## config.mk

```make
export PLATFORM = sky130hd
export DESIGN_NAME = clock_counter
export DESIGN_NICKNAME = d
export VERILOG_FILES = /design/src/rtl/clock_counter.sv
export SDC_FILE = /design/constraint.sdc
export NUM_CORES = 1
export LEC_CHECK = 0
export CORE_ASPECT_RATIO = 1.5
export CORE_UTILIZATION = 31
export CTS_CLUSTER_DIAMETER = 50
export DETAILED_ROUTE_END_ITERATION = 6
export GPL_ROUTABILITY_DRIVEN = 1
export SYNTH_ARGS = -nofsm -noshare
export SYNTH_HDL_FRONTEND = slang
export SYNTH_SLANG_ARGS = --single-unit
```

## constraint.sdc

```tcl
create_clock -name clk -period 3.5 [get_ports clk]
set_clock_uncertainty 0.15 [all_clocks]
set_input_delay 0.7 -clock clk [delete_from_list [all_inputs] [get_ports clk]]
set_output_delay 0.7 -clock clk [all_outputs]
set_load 0.01 [all_outputs]
```

## src/rtl/clock_counter.sv

```systemverilog
`default_nettype none
// +--------------------------------------------------------------------------+
// | clock_counter: 12-hour BCD timekeeper with 1 s prescaler, set-mode load  |
// | Revision: 1.0                                                            |
// +--------------------------------------------------------------------------+
module clock_counter #(
  parameter int TICK_DIV = 50000000,
  parameter int CNT_W    = 26
) (
  input  logic        clk,
  input  logic        reset,
  input  logic [1:0]  STATE,
  input  logic [18:0] timeset,
  output logic [18:0] time_out,
  output logic        tick,
  output logic        half_sec
);

  localparam logic [1:0]       c_MODE_SET  = 2'b01;
  localparam logic [CNT_W-1:0] c_TICK_LAST = CNT_W'(TICK_DIV - 1);
  localparam logic [CNT_W-1:0] c_HALF      = CNT_W'(TICK_DIV / 2);
  localparam logic [CNT_W-1:0] c_ONE       = CNT_W'(1);

  logic [1:0]       r_state_d;
  logic [CNT_W-1:0] r_presc;
  logic             r_tick;
  logic [18:0]      r_time;

  logic [3:0]  w_s, w_m, w_h;
  logic [2:0]  w_s10, w_m10;
  logic        w_h10;
  logic        w_c_s, w_c_s10, w_c_m, w_c_m10;
  logic [18:0] w_next;
  logic        w_hold, w_load;

  assign w_hold = (STATE == c_MODE_SET);
  assign w_load = !w_hold && (r_state_d == c_MODE_SET);

  // BCD ripple; >= keeps out-of-range loaded digits from running away
  always_comb begin
    w_s     = r_time[3:0];
    w_s10   = r_time[6:4];
    w_m     = r_time[10:7];
    w_m10   = r_time[13:11];
    w_h     = r_time[17:14];
    w_h10   = r_time[18];
    w_c_s   = 1'b0;
    w_c_s10 = 1'b0;
    w_c_m   = 1'b0;
    w_c_m10 = 1'b0;

    if (r_time[3:0] >= 4'd9) begin
      w_s   = 4'd0;
      w_c_s = 1'b1;
    end else begin
      w_s = r_time[3:0] + 4'd1;
    end

    if (w_c_s) begin
      if (r_time[6:4] >= 3'd5) begin
        w_s10   = 3'd0;
        w_c_s10 = 1'b1;
      end else begin
        w_s10 = r_time[6:4] + 3'd1;
      end
    end

    if (w_c_s10) begin
      if (r_time[10:7] >= 4'd9) begin
        w_m   = 4'd0;
        w_c_m = 1'b1;
      end else begin
        w_m = r_time[10:7] + 4'd1;
      end
    end

    if (w_c_m) begin
      if (r_time[13:11] >= 3'd5) begin
        w_m10   = 3'd0;
        w_c_m10 = 1'b1;
      end else begin
        w_m10 = r_time[13:11] + 3'd1;
      end
    end

    // 11 (or any invalid 12..19) wraps to 00; x9 rolls into the tens digit
    if (w_c_m10) begin
      if (r_time[18] && (r_time[17:14] >= 4'd1)) begin
        w_h   = 4'd0;
        w_h10 = 1'b0;
      end else if (r_time[17:14] >= 4'd9) begin
        w_h   = 4'd0;
        w_h10 = 1'b1;
      end else begin
        w_h = r_time[17:14] + 4'd1;
      end
    end

    w_next = {w_h10, w_h, w_m10, w_m, w_s10, w_s};
  end

  always_ff @(posedge clk) begin
    if (reset) begin
      r_state_d <= 2'b00;
      r_presc   <= '0;
      r_tick    <= 1'b0;
      r_time    <= '0;
    end else begin
      r_state_d <= STATE;
      r_tick    <= 1'b0;
      if (w_hold) begin
        r_presc <= '0;
      end else if (w_load) begin
        r_presc <= '0;
        r_time  <= timeset;
      end else if (r_presc == c_TICK_LAST) begin
        r_presc <= '0;
        r_tick  <= 1'b1;
        r_time  <= w_next;
      end else begin
        r_presc <= r_presc + c_ONE;
      end
    end
  end

  assign time_out = r_time;
  assign tick     = r_tick;
  assign half_sec = (r_presc < c_HALF);

endmodule
`default_nettype wire
```

Word-level counts from Yosys, hierarchy flattened
Index checks and enable logic that the tools add are counted.
{"block": "classes", "add_sub_neg": 6, "n_mul": 0, "n_div": 0, "n_lt_le_gt_ge": 7, "n_eq_ne": 3, "n_shift": 0, "n_mux": 23, "bitwise_logic": 1, "n_reduce_logical": 17}
{"operator": "$mux 19", "count": 2}
{"operator": "$add 26x1->26 const B", "count": 1}
{"operator": "$eq 26x26->1 const B", "count": 1}
{"operator": "$lt 26x25->1 const B", "count": 1}
{"operator": "$mux 4", "count": 6}
{"operator": "$add 4x1->4 const B", "count": 3}
{"operator": "$ge 4x4->1 const B", "count": 3}
{"operator": "$mux 3", "count": 4}
{"operator": "$reduce_and 3->1", "count": 4}
{"operator": "$mux 1", "count": 11}
{"operator": "$reduce_bool 2->1", "count": 5}
{"operator": "$add 3x1->3 const B", "count": 2}
{"operator": "$ge 3x3->1 const B", "count": 2}
{"operator": "$eq 2x1->1 const B", "count": 2}
{"operator": "$ge 4x1->1 const B", "count": 1}
{"operator": "$reduce_and 4->1", "count": 1}
{"operator": "$reduce_or 4->1", "count": 1}
{"operator": "$reduce_bool 3->1", "count": 1}
{"operator": "$reduce_or 3->1", "count": 1}
{"operator": "$logic_and 1x1->1", "count": 2}
{"operator": "$reduce_and 2->1", "count": 1}
{"operator": "$logic_not 1->1", "count": 1}
{"operator": "$not 1->1", "count": 1}
{"block": "totals", "regBits": 48, "latchBits": 0, "mem_bits_rw": 0, "romBits": 0, "inputBits": 23, "n_memories": 0}

Logic depth before layout (Yosys ltp)
{"block": "depth", "ltp_word": 8, "depth_mapped": 8, "depth_no_buf": 7}

Least setup slack after synthesis
No wires, ideal clock.
{"block": "synth_path", "path_kind": "register to register", "start": "register r_presc[10]", "end": "register r_presc[23]", "setup_time_ns": 0.115, "t_arrival_ns": 2.434, "required_ns": 3.235, "setup_slack_ns": 0.801, "stages_incl_launch_ff": 8, "n_path_buf": 2, "period_less_slack_ns": 2.699, "cell_sequence": "dfxtp_1 > or4_4 > or4_4 > or4_2 > clkbuf_1 > nand3_2 > buf_6 > nor2_1"}
{"block": "synth_between", "elab_chain_cells": 2, "elab_cells_between_ends": 3}
{"item": "start, declared", "line_no": "25", "text": "logic [CNT_W-1:0] r_presc;"}
{"item": "start signal, assigned", "line_no": "121", "text": "r_presc <= r_presc + c_ONE;"}
{"item": "parallel branches: the longest is 2 deep, another holds $add 26x1->26"}
Parallel ways; which one is timed is not known.
A chain may end at the register's enable or synchronous reset.

Final worst setup path
{"block": "layout_path", "start": "register r_presc[10]", "end": "output half_sec"}
{"block": "layout_between", "elab_chain_cells": 1}
{"item": "$lt 26x25->1", "line_no": "128", "text": "assign half_sec = (r_presc < c_HALF);"}
{"item": "end, declared", "line_no": "16", "text": "output logic half_sec"}
No other way between the ends.

==> metrics.md <==
| Metric | Value |
|---|---|
| Mapped Cells | around 320 |
| Clock-pin slew on the worst setup and hold paths | 60 ps |
| DIE HEIGHT | 115.9 µm |
| Die Wd | roughly 78 µm |
| Core Footprint | 0.008413 mm² |
| Hold buffers post-CTS | 0 |
| Layout cells sized above 1 | 0.06812 |
| Tcrit/Tclk final | 0.8839 |
| Peak VDD IR | 0.1735 mV |
| Post-route setup TNS | 0 ps |
| Max incr delay on CP | 570 ps |
| Final Routed Wirelength | approximately 6500 µm |
| Area grow syn2layout | 26.74% |
| Yosys cell types | 45 |
| Post-CTS setup buffers | 0 |
| Post-Syn Nets | 359 |
| Top Layer Used | met4 |
| PortBufs | 43 |
| Setup Viol. Count Final | 0 |
| Seq/Total Area, Yosys | 0.3584 |
| First-pass GRT wire length | between 10000 and 15000 µm |
| Flop-to-flop setup slack | 630 ps |
| Metal3 WL | about 190 µm |
| Worst-Skew Late Latency | 290 ps |
| Fmax | between 0.3 and 0.4 GHz |
| Met1 Wirelength | 2796 µm |
| GPL Wtd Cong | 0.8486 |
| Critical path endpoint category | output port |
| Reg-to-reg endpoint | r_presc[5] |
| Startpoint class of the critical path | register |
| Pleak | 0.001147 µW |
| I/O pin count | 44 |
| Routed len/inst | 13.80 µm |
| Routed length on met2 | approximately 3500 µm |
| Cell Chain, Critical Path | or4_4, nor2_1, o21bai_1, a21oi_1, o21a_1, clkdlybuf4s50_1 |
| Drt pass-1 iters | 5 |
| Max clock buf depth | 2 |
| H-tree depth | 2 |
| Total CTS buffers | 5 |
| Kind of critical path | reg -> out |
| Largest net degree at the start of global routing | 27 |
| CTS tree | built |
| Hold Path End | r_presc[0] |
| Final slew viol count | 0 |
| R2r worst-path depth | 6 |
| Nets | 403 |
| Max cap viols | 0 |
| RSZ-0062 raised after global routing | no |
| Worst endpoint required time | 2650 ps |
| Area of the multi-input gates | 0.001604 mm² |
| Global Route Usage Sum | 0.1531 |
| DP HPWL | 4760 µm |
| Flops & latches, synth | 48 |
| Pwr Density | 373.6 mW/mm² |
| Hold path depth | 1 |
| Slowest CP cell | or4_4 |
| Reg area | a little under 0.001 mm² |
| Synth Warn # | 0 |
| Final Power | 1270 µW |
| Die ar. | approximately 0.009 mm² |
| HP Start | r_presc[0] |
| FP Rows | 41 |
| Final worst path period need | 3094 ps |
| Slew @ Worst Pin | slightly above 500 ps |
| Avg Synthesized Cell Area | 8.327 µm² |
| Vias/cell | 5.207 |
| Clk sink count | 48 |
| Hold WC Path Type | reg -> reg |
| Worst r2r src | r_presc[10] |
| DRC viols | 0 |
| Final hold viol count | 0 |
| DRT antenna net count | 0 |
| Critical path startpoint | r_presc[10] |
| Starting Density | 0.3187 |
| Post-CTS sizing | 0 |
| Fillcell total | just under 900 |
| DR vias | 2468 |
| Antenna diodes | 0 |
| Initial antenna violation count | 0 |
| Data arrival, critical path | around 2200 ps |
| Number of global-route vias before repair | 2458 |
| Outcome | finished, final reports clean |
| Slew headroom | 0.6588 |
| Grt ovf | 0 |
| Root Driver | clkbuf_16 |
| Buf/Inv on CP | 1 |
| Cell family with most CP delay | simple AND/OR/NAND/NOR gates |
| Initial DRC count | 89 |
| Worst-path maximum fanout | 4 |
| Post-Synthesis Cell Area | 0.002681 mm² |
==> layout by cell type, fill, tap and decap left out, drive strengths merged, types with 9 or more instances in the layout <==
master,synthesis,final
nand3,24,24
nand2,19,19
o21ai,9,9
xnor2,10,10
xor2,12,12
inv,14,14
a21oi,11,11
dfxtp,48,48
nor2,42,42
ha,14,14
clkdlybuf4s50,0,43
or3,9,9
nand4,11,11
==> routing by layer <==
metal | global-route usage | vias up
met5 | 0 | -
met4 | 0.04815 | 0
met3 | 0.02677 | 8
met2 | 0.2968 | 39
met1 | 0.1673 | 1169
li1 | - | 1252
==> sequential cells by signal (all words and copies together) (netlist names) <==
signal and count:
r_presc 26, time_out 19, r_state_d 2, tick 1
==> worst register-to-register path: cells and delay by family, from the launching register on <==
kind                   cells  cell delay [ps]
buffers and inverters      1              270
flip-flops                 1              350
AND/OR/NAND/NOR            5             1990
==> final cells by class <==
class	instances	area share
Multi-Input combinational cell	247	0.4720
Inverter	14	0.01546
Sequential cell	48	0.2828
Clock buffer	6	0.03792
Tap cell	107	0.03940
Timing Repair Buffer	50	0.1421
Clock inverter	2	0.01031
==> synthesized netlist by cell type, drive strengths merged <==
| cell type | count | area share |
|---|---|---|
| o31a | 2 | 0.0065 |
| o21ai | 9 | 0.017 |
| dfxtp | 48 | 0.36 |
| and3b | 1 | 0.0033 |
| a31oi | 4 | 0.0093 |
| o32ai | 1 | 0.0033 |
| o21bai | 1 | 0.0028 |
| or3 | 9 | 0.021 |
| a211oi | 4 | 0.011 |
| o2111ai | 1 | 0.0033 |
| clkbuf | 11 | 0.015 |
| ha | 14 | 0.065 |
| nand2 | 19 | 0.027 |
| nor4b | 2 | 0.0065 |
| o211ai | 6 | 0.017 |
| nor3b | 2 | 0.0056 |
| a311oi | 8 | 0.026 |
| maj3 | 1 | 0.0037 |
| mux2i | 3 | 0.011 |
| inv | 14 | 0.020 |
| nand4 | 11 | 0.026 |
| nand3b | 4 | 0.011 |
| a21o | 1 | 0.0028 |
| nand2b | 3 | 0.0070 |
| or4b | 3 | 0.011 |
| o21a | 1 | 0.0028 |
| nor2 | 42 | 0.059 |
| xnor2 | 10 | 0.033 |
| a211o | 1 | 0.0033 |
| and4 | 5 | 0.017 |
| a21oi | 11 | 0.021 |
| or4 | 4 | 0.016 |
| nor2b | 4 | 0.0093 |
| nand3 | 24 | 0.047 |
| or3b | 2 | 0.0065 |
| and2 | 4 | 0.0093 |
| nor3 | 6 | 0.011 |
| xor2 | 12 | 0.039 |
| buf | 2 | 0.0084 |
| nor4 | 5 | 0.012 |
| and3 | 7 | 0.016 |
==> metrics by stage <==
| stage | cells | area (µm²) | hold WS, ps | utilization | setup slack, ps |
|---|---|---|---|---|---|
| final | 474 | 3398 | 288.3 | 0.4039 | 406.3 |
| after global routing | 474 | 3398 | 309.7 | 0.4039 | 323.1 |
| after CTS | 474 | 3398 | 292.2 | 0.4039 | 410.3 |
| after detailed placement | 466 | 3234 | 281.4 | 0.3844 | 493.4 |
| after global placement | 466 | 3234 | 275.5 | 0.3844 | 545.4 |
| after floorplan | 322 | 2681 | 261.8 | - | 801.1 |
==> logic make-up (layout without fill, tap and decap cells) <==
group,Yosys count,count (layout),share of synthesized area
mux,3,3,0.01120
xor+xnor,22,22,0.07186
simple gates,157,157,0.3206
fa+ha+maj,15,15,0.06906
flops,48,48,0.3584
compound gates,50,50,0.1255
buf+inv,27,72,0.04340
==> power breakdown <==
part / internal (µW) / total [µW] / switching [µW] / leakage [µW]
clock network: 336 / 545 / 209 / 0.0000808
logic: 76.2 / 142 / 65.6 / 0.000677
registers: 562 / 583 / 20.6 / 0.000390
total: 975 / 1270 / 295 / 0.00115
==> how the worst max path moves through the flow <==
stage | to | slack (ps) | cells after the start
after floorplan | r_presc[23] | 800 | 7
after global placement | time_out[10] | 550 | 6
after detailed placement | time_out[7] | 490 | 6
after CTS | half_sec | 410 | 6
after global routing | half_sec | 320 | 6
final | half_sec | 410 | 6
No activity file was read; power rests on OpenSTA's default activity.
